## src/rtl/alu_arbiter.sv

```systemverilog
// alu_arbiter: shares one combinational ALU between requesters A and B.
// Latency: accept at edge N, ALU evaluates during N+1, response valid from N+2.
// Backpressure: one operation in flight; no request accepted until the owner takes its response.
module alu_arbiter #(
  parameter int DW = 32,
  parameter bit RR = 1'b1
) (
  input  logic          clk_i,
  input  logic          rst_n_i,
  // requester A
  input  logic          a_req_valid_i,
  output logic          a_req_ready_o,
  input  logic [DW-1:0] a_op1_i,
  input  logic [DW-1:0] a_op2_i,
  input  logic [3:0]    a_opcode_i,
  output logic          a_rsp_valid_o,
  input  logic          a_rsp_ready_i,
  // requester B
  input  logic          b_req_valid_i,
  output logic          b_req_ready_o,
  input  logic [DW-1:0] b_op1_i,
  input  logic [DW-1:0] b_op2_i,
  input  logic [3:0]    b_opcode_i,
  output logic          b_rsp_valid_o,
  input  logic          b_rsp_ready_i,
  // shared response payload, qualified by the per-port rsp_valid
  output logic [DW-1:0] rsp_res_o,
  output logic [1:0]    rsp_psr_o,
  output logic          rsp_err_o,
  // shared ALU
  output logic [DW-1:0] alu_op1_o,
  output logic [DW-1:0] alu_op2_o,
  output logic [3:0]    alu_opcode_o,
  input  logic [DW-1:0] alu_res_i,
  input  logic [1:0]    alu_psr_i
);

  localparam logic [1:0] ST_IDLE = 2'd0;
  localparam logic [1:0] ST_EXEC = 2'd1;
  localparam logic [1:0] ST_RESP = 2'd2;

  // Highest legal opcode (SLT); anything above is rejected with an error.
  localparam logic [3:0] OPC_LAST = 4'd5;
  localparam logic [3:0] OPC_SAFE = 4'd0;

  // Owner / pointer encoding: 0 = port A, 1 = port B.
  logic [1:0]    state_q, state_d;
  logic          ptr_q, ptr_d;
  logic          owner_q, owner_d;
  logic          ill_q, ill_d;
  logic [DW-1:0] alu_op1_q, alu_op1_d;
  logic [DW-1:0] alu_op2_q, alu_op2_d;
  logic [3:0]    alu_opc_q, alu_opc_d;
  logic [DW-1:0] rsp_res_q, rsp_res_d;
  logic [1:0]    rsp_psr_q, rsp_psr_d;
  logic          rsp_err_q, rsp_err_d;

  logic          in_idle;
  logic          grant_b;
  logic          accept;
  logic [DW-1:0] sel_op1;
  logic [DW-1:0] sel_op2;
  logic [3:0]    sel_opc;
  logic          sel_illegal;
  logic          owner_rsp_ready;

  // Grant: a lone requester wins; on contention the priority pointer decides.
  always_comb begin
    in_idle       = (state_q == ST_IDLE);
    grant_b       = b_req_valid_i & (~a_req_valid_i | ptr_q);
    a_req_ready_o = in_idle & a_req_valid_i & ~grant_b;
    b_req_ready_o = in_idle & b_req_valid_i & grant_b;
    accept        = a_req_ready_o | b_req_ready_o;
  end

  // Operand mux for the granted port, plus illegal-opcode detection.
  always_comb begin
    sel_op1     = grant_b ? b_op1_i    : a_op1_i;
    sel_op2     = grant_b ? b_op2_i    : a_op2_i;
    sel_opc     = grant_b ? b_opcode_i : a_opcode_i;
    sel_illegal = (sel_opc > OPC_LAST);
  end

  // Only the owner's response-ready can complete the response.
  always_comb begin
    owner_rsp_ready = owner_q ? b_rsp_ready_i : a_rsp_ready_i;
  end

  // Sequencer: IDLE -> EXEC (one cycle) -> RESP (until owner takes it) -> IDLE.
  always_comb begin
    state_d   = state_q;
    ptr_d     = ptr_q;
    owner_d   = owner_q;
    ill_d     = ill_q;
    alu_op1_d = alu_op1_q;
    alu_op2_d = alu_op2_q;
    alu_opc_d = alu_opc_q;
    rsp_res_d = rsp_res_q;
    rsp_psr_d = rsp_psr_q;
    rsp_err_d = rsp_err_q;
    case (state_q)
      ST_IDLE: begin
        if (accept) begin
          owner_d   = grant_b;
          ill_d     = sel_illegal;
          alu_op1_d = sel_op1;
          alu_op2_d = sel_op2;
          // Never present an undecoded opcode to the ALU.
          alu_opc_d = sel_illegal ? OPC_SAFE : sel_opc;
          state_d   = ST_EXEC;
        end
      end
      ST_EXEC: begin
        // An illegal opcode returns a clean zero result regardless of the ALU.
        rsp_res_d = ill_q ? '0    : alu_res_i;
        rsp_psr_d = ill_q ? 2'b00 : alu_psr_i;
        rsp_err_d = ill_q;
        state_d   = ST_RESP;
      end
      ST_RESP: begin
        if (owner_rsp_ready) begin
          rsp_err_d = 1'b0;
          // Round-robin hands priority to the other port; fixed mode keeps A on top.
          ptr_d     = RR ? ~owner_q : 1'b0;
          state_d   = ST_IDLE;
        end
      end
      default: begin
        state_d = ST_IDLE;
      end
    endcase
  end

  // State registers; reset discards any in-flight operation.
  always_ff @(posedge clk_i or negedge rst_n_i) begin
    if (!rst_n_i) begin
      state_q   <= ST_IDLE;
      ptr_q     <= 1'b0;
      owner_q   <= 1'b0;
      ill_q     <= 1'b0;
      alu_op1_q <= '0;
      alu_op2_q <= '0;
      alu_opc_q <= 4'd0;
      rsp_res_q <= '0;
      rsp_psr_q <= 2'b00;
      rsp_err_q <= 1'b0;
    end else begin
      state_q   <= state_d;
      ptr_q     <= ptr_d;
      owner_q   <= owner_d;
      ill_q     <= ill_d;
      alu_op1_q <= alu_op1_d;
      alu_op2_q <= alu_op2_d;
      alu_opc_q <= alu_opc_d;
      rsp_res_q <= rsp_res_d;
      rsp_psr_q <= rsp_psr_d;
      rsp_err_q <= rsp_err_d;
    end
  end

  // Outputs come straight from registers so the ALU and requesters see glitch-free values.
  always_comb begin
    alu_op1_o     = alu_op1_q;
    alu_op2_o     = alu_op2_q;
    alu_opcode_o  = alu_opc_q;
    rsp_res_o     = rsp_res_q;
    rsp_psr_o     = rsp_psr_q;
    rsp_err_o     = rsp_err_q;
    a_rsp_valid_o = (state_q == ST_RESP) & ~owner_q;
    b_rsp_valid_o = (state_q == ST_RESP) & owner_q;
  end

endmodule
```

## config.mk

```make
export PLATFORM = sky130hd
export DESIGN_NAME = alu_arbiter
export DESIGN_NICKNAME = d
export VERILOG_FILES = /design/src/rtl/alu_arbiter.sv
export SDC_FILE = /design/constraint.sdc
export NUM_CORES = 1
export LEC_CHECK = 0
export CAP_MARGIN = 20
export CORE_UTILIZATION = 30
export DETAILED_ROUTE_END_ITERATION = 10
export GPL_TIMING_DRIVEN = 0
export PLACE_DENSITY_LB_ADDON = 0.08
export SLEW_MARGIN = 20
export SYNTH_ARGS = -nofsm -noshare
export SYNTH_HDL_FRONTEND = slang
export SYNTH_SLANG_ARGS = --single-unit
```

## constraint.sdc

```tcl
create_clock -name clk_i -period 2 [get_ports clk_i]
set_input_delay 0.3 -clock clk_i [delete_from_list [all_inputs] [get_ports clk_i]]
set_output_delay 0.3 -clock clk_i [all_outputs]
set_load 0.02 [all_outputs]
```

Word level (Yosys, flattened, before mapping)
Cells that the tools add are included.
Storage, ports and cells
  logic and storage cells: 45
  flip-flop bits (word level): 108
Operators by class
  mux-type cells: 12
  reductions and logical operators: 6
  bitwise operators: 12
  equal/unequal tests: 4
  order comparisons: 1
Operators by type and width (number)
  32-bit two-way mux: 3
  4-bit two-way mux: 2
  2-bit AND reduction: 4
  1-bit AND: 7
  2-bit two-way mux: 3
  2-bit one-hot mux with 3 select lines: 1
  4-bit by 3-bit > comparator with 1-bit output, second input constant: 1
  1-bit inverter: 3
  2-bit by 1-bit == test with 1-bit output, second input constant: 1
  2-bit == test, second input constant: 1
  2-bit logical NOT: 1
  1-bit two-way mux: 2
  2-bit by 1-bit inequality test with 1-bit output, second input constant: 1
  2-bit inequality test, second input constant: 1
  1-bit OR: 2
  1-bit one-hot mux with 2 select lines: 1
  2-bit nonzero test: 1

Depth between registers and ports, before layout
  depth after elaboration: 8
  gate-level depth with buffers: 7

Worst setup path after synthesis
Ideal clock, no wire load.
  path kind: register to output
  start point: register state_q[1]
  end point: output a_req_ready_o
  path slack: 0.378 ns
  data arrival time: 1.322 ns
  stages on the path, launching flop included: 5
  cell sequence: dfrtp_1 nor2_1 buf_2 nand2_1 a21oi_1
Between the ends
  longest elaborated chain between the ends: 3
Ends and longest elaborated chain
  from (decl): RTL line 47  | logic [1:0] state_q, state_d;
  from (signal assigned): RTL line 148  | state_q <= state_d;
  2-bit logical NOT: RTL line 69  | in_idle = (state_q == ST_IDLE);
  1-bit AND (2 in a row): RTL line 71  | a_req_ready_o = in_idle & a_req_valid_i & ~grant_b;
  to (decl): RTL line 12  | output logic a_req_ready_o,
No other way between the ends.

Worst setup path after layout
  start point: register state_q[0]
  end point: output a_req_ready_o
The elaborated chain is that of the path after synthesis.

==> impl_results.md <==
- # IOs: 283
- Period utilization: 0.974
- PortBufs: 281
- Vias in the first global route: 5627
- Outcome: complete, no violations
- Final GP Congestion: 0.860
- Gr usage total: 0.221
- Yosys top cell by area: dfrtp_1
- # rows: 47
- Max Fclk: 514 MHz
- Starting Density: 0.309
- Hold Fails Final Rpt: 0
- Post-Syn Area: 5160 µm²
- Class of the worst hold path: input pin to asynchronous set/reset pin
- WP data required: 1.70 ns
- Synth area leaders: dfrtp_1, o21ai_0, a31oi_1, a21oi_1, nand3_1
- Crit Path Category: flop to primary output
- Root Buffer: clkbuf_16
- Area delta synth->final: 67.4%
- Final setup fails: 0
- Yosys reg bits: 108
- Pre-antenna DRT Iters: 4
- Max Cap Violations: 0
- Worst Setup End Kind: primary output
- Metal2 WL: 9430 µm
- Final Max Slew Viols: 0
- Syn_area_per_cell: 8.94 µm²
- Warnings from Yosys: 0
- Die X: 133 µm
- Synth async-reset ratio: 1.00
- Worst slew pin tran: 0.495 ns
- Critical Path Fanout Max: 10
- Die area: 17700 µm²
- Met1 wire length: 8420 µm
- Relative slew margins: 0.670
- Data arrival, critical path: 1.65 ns
- Vias per inst: 5.15
- DR iter-0 viols: 324
- DRT antenna net count: 0
- Synth cell count leaders: dfrtp_1, o21ai_0, a21oi_1
- Startpoint types: flop
- Worst vdd ir: 0.000738 V
- # fillers: 1571
- Min cycle time layout: 1.95 ns
- CTS tree: yes
- Nets: 1049
- Count leader, synth: dfrtp_1
- Top-area cell type share of the netlist area: 0.524
- Avg WL per Cell: 18.0 µm
- Largest net degree at the start of global routing: 62
- Post-DP HPWL: 14600 µm
- Die Ht: 133 µm
- Reg2Reg Setup Slack: 0.22 ns
- Max Root-Sink Buffers: 2
- Clock slew at reported path FFs: 0.07 ns
- Antenna violations before repair: 1
- Clk_lat worst skew: 0.35 ns
- Layout cells sized above 1: 0.0558
- Final Core Density: 0.517
- Total wire length: 19800 µm
- LEAKAGE: 3.39 nW
- TritonCTS Sinks: 108
- Number of synthesized flops with an enable pin: 0
- CTS buffer count: 9
- Synth Instances: 577
- Power per Cell Area: 1430 nW/µm²
- Synthesized Nets: 753
- CTS HTree Levels: 3
- # diodes: 0
- Synth unique cells: 27
- Worst hold slack: 0.444 ns
- DR vias: 5656
- Sequential area share after synthesis: 0.524
- Ys flop type: dfrtp_1
- DR top layer: met5
- Unrepaired setup endpoints after global routing: false
- Layout Skew: 0.00570 ns
- Residual DRC: 0
- Total grt overflow: 0
- Core Footprint: 16700 µm²
- WL met3: 1290 µm
- First-pass GRT wire length: 30300 µm
## path summary, 6_finish.rpt
| kind | endpoint | startpoint | cells past startpoint |
|---|---|---|---|
| max | a_req_ready_o | state_q[0] | 5 |
| min | rsp_res_o[14] | rst_n_i | 2 |
| max reg2reg | alu_op1_o[28] | ptr_q | 5 |
| min reg2reg | rsp_res_o[22] | rsp_res_o[22] | 2 |
| max in group asynchronous | state_q[1] | rst_n_i | 3 |
| min in group clk_i | rsp_res_o[22] | rsp_res_o[22] | 2 |
## sequential cells by signal, summed over array words and instances, names as in the netlist
register,count
rsp_psr_o,2
rsp_err_o,1
rsp_res_o,32
alu_op2_o,32
alu_op1_o,32
state_q,2
alu_opcode_o,4
ill_q,1
owner_q,1
ptr_q,1
## area by class of cell
| type | instances | area, µm² | area share |
|---|---|---|---|
| Buffer | 63 | 317 | 0.0367 |
| Clock buffer | 12 | 256 | 0.0297 |
| Clock inverter | 4 | 47.5 | 0.00551 |
| Inverter | 3 | 11.3 | 0.00130 |
| Multi-Input combinational cell | 402 | 2150 | 0.249 |
| Sequential cell | 108 | 2710 | 0.313 |
| Tap cell | 220 | 275 | 0.0319 |
| Timing Repair Buffer | 286 | 2870 | 0.333 |
## layer usage
layer  vias up  GRT usage
met2       221      0.360
met4         2     0.0947
met3        37     0.0521
li1       2674          -
met1      2722      0.280
met5         -          0
## layout by cell type, fill, tap and decap left out, types with 35 or more instances in the layout
cell and count:
o21ai_0 101, clkdlybuf4s50_1 276, nand3_1 65, a31oi_1 68
nand2_1 35, a21oi_1 71, dfrtp_1 106, clkbuf_1 44
nand2b_1 36
## cells by family after synthesis
| kind of cell | after synthesis | synth area share |
|---|---|---|
| compound gates | 249 | 0.262 |
| buf+inv | 67 | 0.0623 |
| flops | 108 | 0.524 |
| mux | 1 | 0.00218 |
| simple gates | 152 | 0.149 |
## power breakdown
group | switching (mW) | total (mW) | internal (mW)
Combinational | 3.56 | 6.61 | 3.06
Clock | 0.835 | 1.87 | 1.04
Sequential | 0.616 | 3.82 | 3.21
Total | 5.01 | 12.3 | 7.30
## critical path: stages (launching register included)
cell and delay [ns]:
dfrtp_2 0.44, nor2_4 0.15, buf_4 0.20, nand2_1 0.09, a21oi_1 0.12, clkdlybuf4s15_2 0.28
## through the flow
stage / worst slack [ns] / instances / setup TNS, ns / cell area [µm²] / power (mW)
after global routing: 0.000315 / 1098 / 0 / 8630 / 13.1
after floorplan: 0.378 / 577 / 0 / 5160 / 7.20
after CTS: 0.0124 / 1098 / 0 / 8630 / 12.4
after detailed placement: -0.962 / 1079 / -13.52 / 8270 / 10.5
after global placement: -3.67 / 1078 / -406.69 / 8250 / 10.3
final: 0.0526 / 1098 / 0 / 8630 / 12.3
## timing repair
action | CTS | global route
hold endpoints to repair | 47 | 0
pin swaps | 1 | 0
setup endpoints to repair | 11 | 18
setup buffers | 3 | 0
resized for setup | 15 | 8
hold buffers | 1 | 0
Note: power is estimated with default switching activity, not from simulation.
